--- config.mk ---
export PLATFORM = sky130hd
export DESIGN_NAME = product_bcd_converter
export DESIGN_NICKNAME = d
export VERILOG_FILES = /design/src/rtl/product_bcd_converter.sv
export SDC_FILE = /design/constraint.sdc
export NUM_CORES = 1
export LEC_CHECK = 0
export CORE_ASPECT_RATIO = 1.75
export CORE_MARGIN = 2
export CORE_UTILIZATION = 58
export CTS_BUF_LIST = sky130_fd_sc_hd__clkbuf_16
export DETAILED_ROUTE_END_ITERATION = 10
export GPL_ROUTABILITY_DRIVEN = 0
export PLACE_DENSITY = 0.88
export SETUP_SLACK_MARGIN = 0.3
export SLEW_MARGIN = 10
export SYNTH_ARGS = -nofsm -noshare
export SYNTH_HDL_FRONTEND = slang
export SYNTH_SLANG_ARGS = --single-unit
--- constraint.sdc ---
create_clock -name Clk -period 3.9 [get_ports Clk]
set_clock_uncertainty 0.2 [all_clocks]
set_input_delay 0.78 -clock Clk [delete_from_list [all_inputs] [get_ports Clk]]
set_output_delay 0.78 -clock Clk [all_outputs]
set_load 0.05 [all_outputs]
--- src/rtl/product_bcd_converter.sv ---
// product_bcd_converter
//
// Converts the 16-bit multiplier product {A,B} into five BCD digits using a
// sequential shift-and-add-3 (double dabble) loop. The displayed result is
// held in dedicated output registers. Those registers only change when a
// conversion completes, so the display never shows a partial value.
//
// Ports
//   Clk      in   1   system clock, rising edge
//   Reset    in   1   asynchronous, active-high; clears all state and outputs
//   Start    in   1   conversion request, sampled only while idle
//   Product  in  16   value to convert
//   Busy     out  1   conversion in progress
//   Done     out  1   one-cycle pulse when Digits/Sign update
//   Sign     out  1   negative result (signed build only, otherwise 0)
//   Digits   out 20   five BCD digits, [19:16] ten-thousands .. [3:0] units
//
// Build option
//   BCD_SIGNED_EN  defined: Product is two's complement. The magnitude is
//                  converted and Sign reports the sign.
//                  undefined: Product is unsigned and Sign is tied to 0.
//
// state | meaning
// ------+---------------------------------------------------------------
// IDLE  | waiting for Start; outputs hold the last result
// CONV  | one add-3/shift step per cycle, 16 steps in total
// DONE  | publish bcd to Digits/Sign and pulse Done on the way to IDLE

module product_bcd_converter (
  input  logic        Clk,
  input  logic        Reset,
  input  logic        Start,
  input  logic [15:0] Product,
  output logic        Busy,
  output logic        Done,
  output logic        Sign,
  output logic [19:0] Digits
);

  typedef enum logic [1:0] {
    ST_IDLE = 2'd0,
    ST_CONV = 2'd1,
    ST_DONE = 2'd2
  } state_t;

  state_t      state_q, state_d;
  logic [15:0] mag_q, mag_d;
  logic [19:0] bcd_q, bcd_d;
  logic [3:0]  cnt_q, cnt_d;
  logic [19:0] digits_q, digits_d;
  logic        done_q, done_d;
  logic [19:0] bcd_adj;
  logic [35:0] shifted;
`ifdef BCD_SIGNED_EN
  logic        sgn_q, sgn_d;
  logic        sign_q, sign_d;
`endif

  always_comb begin
    // Each nibble is corrected independently. A nibble of at most 9 plus 3
    // stays within 4 bits, so no carry crosses into the next digit.
    bcd_adj = bcd_q;
    for (int i = 0; i < 5; i++) begin
      if (bcd_q[4*i +: 4] >= 4'd5) begin
        bcd_adj[4*i +: 4] = bcd_q[4*i +: 4] + 4'd3;
      end
    end
    shifted = {bcd_adj[18:0], mag_q, 1'b0};
  end

  always_comb begin
    state_d  = state_q;
    mag_d    = mag_q;
    bcd_d    = bcd_q;
    cnt_d    = cnt_q;
    digits_d = digits_q;
    done_d   = 1'b0;
`ifdef BCD_SIGNED_EN
    sgn_d    = sgn_q;
    sign_d   = sign_q;
`endif
    case (state_q)
      ST_IDLE: begin
        if (Start) begin
          bcd_d   = 20'h00000;
          cnt_d   = 4'd0;
          state_d = ST_CONV;
`ifdef BCD_SIGNED_EN
          sgn_d   = Product[15];
          mag_d   = Product[15] ? (~Product + 16'd1) : Product;
`else
          mag_d   = Product;
`endif
        end
      end
      ST_CONV: begin
        bcd_d = shifted[35:16];
        mag_d = shifted[15:0];
        cnt_d = cnt_q + 4'd1;
        if (cnt_q == 4'd15) begin
          state_d = ST_DONE;
        end
      end
      ST_DONE: begin
        digits_d = bcd_q;
        done_d   = 1'b1;
        state_d  = ST_IDLE;
`ifdef BCD_SIGNED_EN
        sign_d   = sgn_q;
`endif
      end
      default: begin
        state_d = ST_IDLE;
      end
    endcase
  end

  always_ff @(posedge Clk or posedge Reset) begin
    if (Reset) begin
      state_q  <= ST_IDLE;
      mag_q    <= 16'h0000;
      bcd_q    <= 20'h00000;
      cnt_q    <= 4'd0;
      digits_q <= 20'h00000;
      done_q   <= 1'b0;
`ifdef BCD_SIGNED_EN
      sgn_q    <= 1'b0;
      sign_q   <= 1'b0;
`endif
    end else begin
      state_q  <= state_d;
      mag_q    <= mag_d;
      bcd_q    <= bcd_d;
      cnt_q    <= cnt_d;
      digits_q <= digits_d;
      done_q   <= done_d;
`ifdef BCD_SIGNED_EN
      sgn_q    <= sgn_d;
      sign_q   <= sign_d;
`endif
    end
  end

  assign Busy   = (state_q != ST_IDLE);
  assign Done   = done_q;
  assign Digits = digits_q;
`ifdef BCD_SIGNED_EN
  assign Sign   = sign_q;
`else
  assign Sign   = 1'b0;
`endif

endmodule
* Word-level counts from Yosys, hierarchy flattened *
Cells that the tools add are included.

cells by class
  $add $sub $neg = 6
  magnitude comparators = 5
  equal/unequal tests = 5
  muxes and demuxes = 15
  reduce and logical (&&, ||, !) cells = 5

operators by type and width
  operator                                                            number
  case mux 20 bit (2 select lines)                                    1
  case mux 16 bit (2 select lines)                                    1
  greater-or-equal comparator 4 x 3 -> 1 bit (second input constant)  5
  2-to-1 mux 20 bit                                                   1
  2-to-1 mux 4 bit                                                    5
  adder 4 x 2 -> 4 bit (second input constant)                        4
  2-to-1 mux 16 bit                                                   1
  case mux 4 bit (2 select lines)                                     1
  adder 4 x 1 -> 4 bit (second input constant)                        1
  == test 4 bit (second input constant)                               1
  2-to-1 mux 2 bit                                                    2
  inequality test 2 bit (second input constant)                       2
  case mux 2 bit (2 select lines)                                     1
  AND reduction 2 bit                                                 2
  nonzero test 2 bit                                                  2
  adder 3 x 2 -> 3 bit (second input constant)                        1
  2-to-1 mux 3 bit                                                    1
  == test 2 x 1 -> 1 bit (second input constant)                      1
  == test 2 bit (second input constant)                               1
  zero test 2 bit                                                     1
  2-to-1 mux 1 bit                                                    1

storage, ports and cells
  register bits = 63
  input bits = 19
  output and inout port bits = 23
  word-level logic and storage cells = 42

* Logic depth before layout (Yosys ltp) *
  word-level depth = 3
  gate-level depth with buffers = 6

* Worst setup path before layout *
Ideal clock, no wire load.

  path kind = register to output
  start point = register state_q[1]
  end point = output port Busy
  arrival time = 1.157 ns
  path slack = 1.763 ns
  cell stages (with the launch flop) = 4
  path buffers = 2
  path through = dfrtp_1 > buf_2 > clkbuf_1 > or2_2

on the way
  longest elaborated chain between the ends = 1

ends and longest elaborated chain
  element                 line  source
  from (decl)             46    state_t state_q, state_d;
  from (signal assigned)  131   state_q <= state_d;
  nonzero test 2 bit      144   assign Busy = (state_q != ST_IDLE);
  to (decl)               34    output logic Busy,

No other way between the ends.

* Worst setup path after layout *
  start point = register state_q[0]
  end point = output port Busy

Same word-level chain as after synthesis.

==> flow_metrics.tcl <==
set metrics [dict create \
    post_synth_main_area_contributors "sky130_fd_sc_hd__dfrtp_1 52%, sky130_fd_sc_hd__mux2_2 7.5%, sky130_fd_sc_hd__ha_1 4.6%" \
    timing.critical_path.cells "buf_4 -> or2_2 -> clkdlybuf4s50_1" \
    insertedDiodeCount 0 \
    global_router_s_overall_resource_usage 0.230 \
    synth_enable_flop_cells 0 \
    clkSlewWorstSetupHoldPaths_ns 0.05 \
    layout-area-overhead-vs-synth_pct 22.0 \
    timing.reg2reg.worst_path_depth 3 \
    synth.top_cell.area_share 0.524 \
    cts-htree-levels 3 \
    initial_util 0.604 \
    ff_latch_area_um2 1580 \
    critical-path-max-stage-delay_ns 0.70 \
    initial_antenna_violation_count 0 \
    start_kind "register" \
    synth_nets 294 \
    drc 0 \
    buffer_ports.inserted 40 \
    drt_first_pass_iters 4 \
    max_slew_margin 0.445 \
    postSynthCellCount 264 \
    cts_root_buf "sky130_fd_sc_hd__clkbuf_16" \
    rows 34 \
    ios 42 \
    drive_above_1_share 0.123 \
    grt_util_met1 0.265 \
    ant_nets 0 \
    post_cts.resized_instances 0 \
    cts_buffer_count 9 \
    highest_clock_rate_mhz 347 \
    vias 2189 \
    busiest_layer "met2" \
    layout_min_cycle_time_ns 2.88 \
    final.setup.tns_ns 0 \
    worst_hold_startpoint "Digits[7]" \
    cts_tree "yes" \
    cts.path.max_buffers 2 \
    crit_type "register to output pin" \
    slew_violations 0 \
    final_cell_mix "63 x sky130_fd_sc_hd__dfrtp_1, 40 x sky130_fd_sc_hd__clkdlybuf4s50_1, 23 x sky130_fd_sc_hd__a21oi_1, 23 x sky130_fd_sc_hd__o21ai_0, 20 x sky130_fd_sc_hd__mux2_2" \
    final-hold-violation-count 0 \
    clkSinkCount 63 \
    pwr_density_cell_nw_per_um2 857 \
    commonest_non_fill_non_tap_cell_in_the_layout "sky130_fd_sc_hd__dfrtp_1" \
    synthesis.area_per_instance_um2 11.4 \
    die-width_um 58.4 \
    grt_util_met2 0.381 \
    timing.final.crit_share 0.738 \
    total_congestion_overflow_after_global_routing 0 \
    die_h_um 99.3 \
    cell_with_the_biggest_individual_delay_on_the_critical_path "sky130_fd_sc_hd__clkdlybuf4s50_1" \
    regToRegEndpoint "Digits[5]" \
    wirelength_um 5850 \
    synth.cell_area_um2 3010 \
    avgViaCountPerCell 6.03 \
    vdd.ir_drop.worst_v 0.000684 \
    p_leak_nw 1.70 \
    layout_fillers 336 \
    synth_top_cell_by_area "sky130_fd_sc_hd__dfrtp_1" \
    met3_track_demand_over_resource 0.0676 \
    synthArstFlopShare 1.00 \
    fp.coreArea_um2 4980 \
    nNetsFinal 335 \
    critical_path_arrival_ns 1.90 \
    reg2reg_from "state_q[0]" \
    crit_path_end_kind "output pin" \
    clock_insertion_delay_worst_skew_ns 0.33 \
    synth-warning-count 0 \
    fraction_of_the_yosys_area_taken_by_sequential_cells 0.524 \
    max_cap_violations 0 \
    postCtsHoldBufs 0 \
    netlist-cell-type-count 34 \
    run_status "finished, final reports clean" \
    report.final.setup_viol 0 \
    drt-wirelength-per-cell_um 16.1 \
    ys_seq_elements 63 \
    hpwlAfterDp_um 3930 \
    dieArea_um2 5800 \
    worstHoldEndpoint "Digits[7]" \
    first_global_vias 2209 \
    ys_dominant_reg_cell "sky130_fd_sc_hd__dfrtp_1" \
    drt_first_iter_violations 74 \
    reg2reg_slack_ns 1.83 \
    setup_buffers_after_cts 0 \
    max_slew.worst_pin.slew_ns 0.832 \
    timing.critical_path.fanout_max 24 \
    grt_max_degree 25 \
    worstPathRequired_ns 2.92 \
    min_path_type "register to register" \
    grt_first_pass_wirelength_um 10100 \
    fin_total_pwr_w 0.00314 \
    multi_input_comb_area_um2 1290 \
    rsz_0062_raised_after_global_routing "no" \
    holdPathStages 1 \
]
how the worst max path moves through the flow:
stage | from | endpoint | slack (ns) | depth (start not counted)
5_1_grt | state_q[1] | Busy | 0.96 | 3
6_report | state_q[0] | Busy | 1.02 | 3
3_5_place_dp | Start | mag_q[4] | 1.19 | 4
3_3_place_gp | Start | cnt_q[2] | 1.23 | 5
2_1_floorplan | Reset | Digits[0] | 1.35 | 1
4_1_cts | state_q[0] | Busy | 1.01 | 3
cells by family after synthesis:
family | share of synthesized area
AO/OA/AOI/OAI | 0.188
adder cells (fa/ha/maj) | 0.0458
buffers and inverters | 0.0470
multiplexers | 0.0915
other | 0.00125
XOR/XNOR | 0.0204
flip-flops | 0.524
AND/OR/NAND/NOR | 0.0815
per-stage QoR:
stage	setup WS (ns)	std cells	hold slack (ns)	utilization	cell area (um2)
2_1_floorplan	1.35	264	0.249	-	3010
3_3_place_gp	1.23	348	0.276	0.687	3420
3_5_place_dp	1.19	348	0.295	0.687	3420
4_1_cts	1.01	363	0.306	0.737	3670
5_1_grt	0.963	363	0.318	0.737	3670
6_report	1.02	363	0.301	0.737	3670
synthesized netlist by cell type (7+ instances only):
| cell | number |
|---|---|
| sky130_fd_sc_hd__a21oi_1 | 23 |
| sky130_fd_sc_hd__a22oi_1 | 14 |
| sky130_fd_sc_hd__mux2_2 | 20 |
| sky130_fd_sc_hd__buf_2 | 8 |
| sky130_fd_sc_hd__o21ai_0 | 23 |
| sky130_fd_sc_hd__a22o_1 | 7 |
| sky130_fd_sc_hd__dfrtp_1 | 63 |
| sky130_fd_sc_hd__o22ai_1 | 7 |
| sky130_fd_sc_hd__nor2b_1 | 10 |
| sky130_fd_sc_hd__inv_1 | 11 |
| sky130_fd_sc_hd__ha_1 | 11 |
| sky130_fd_sc_hd__and2b_1 | 8 |
routing by layer:
metal,part of all wire,vias to the layer above
li1,-,1034
met1,0.41,1094
met2,0.53,49
met3,0.036,12
met4,0.022,0
met5,0,-
critical path: cells and delay by family (launching register included):
family / cells / cell delay, ns
buffers and inverters: 2 / 0.91
flip-flops: 1 / 0.35
AND/OR/NAND/NOR: 1 / 0.31
where the power goes:
part | internal, W | switching [W] | total [W]
clock | 0.000411 | 0.000253 | 0.000664
sequential | 0.000910 | 0.000204 | 0.00111
combinational | 0.000588 | 0.000778 | 0.00137
total | 0.00191 | 0.00124 | 0.00314
sequential cells by signal, summed over array words and instances (netlist names):
| register | cells |
|---|---|
| Done | 1 |
| mag_q | 16 |
| bcd_q | 20 |
| Digits | 20 |
| cnt_q | 4 |
| state_q | 2 |
layout make-up:
type / instances / share of cell area
Inverter: 11 / 0.0113
Sequential cell: 63 / 0.430
Multi-Input combinational cell: 174 / 0.352
Clock inverter: 6 / 0.00648
Tap cell: 54 / 0.0184
Timing Repair Buffer: 46 / 0.121
Clock buffer: 9 / 0.0614
No activity file was read; power rests on OpenSTA's default activity.
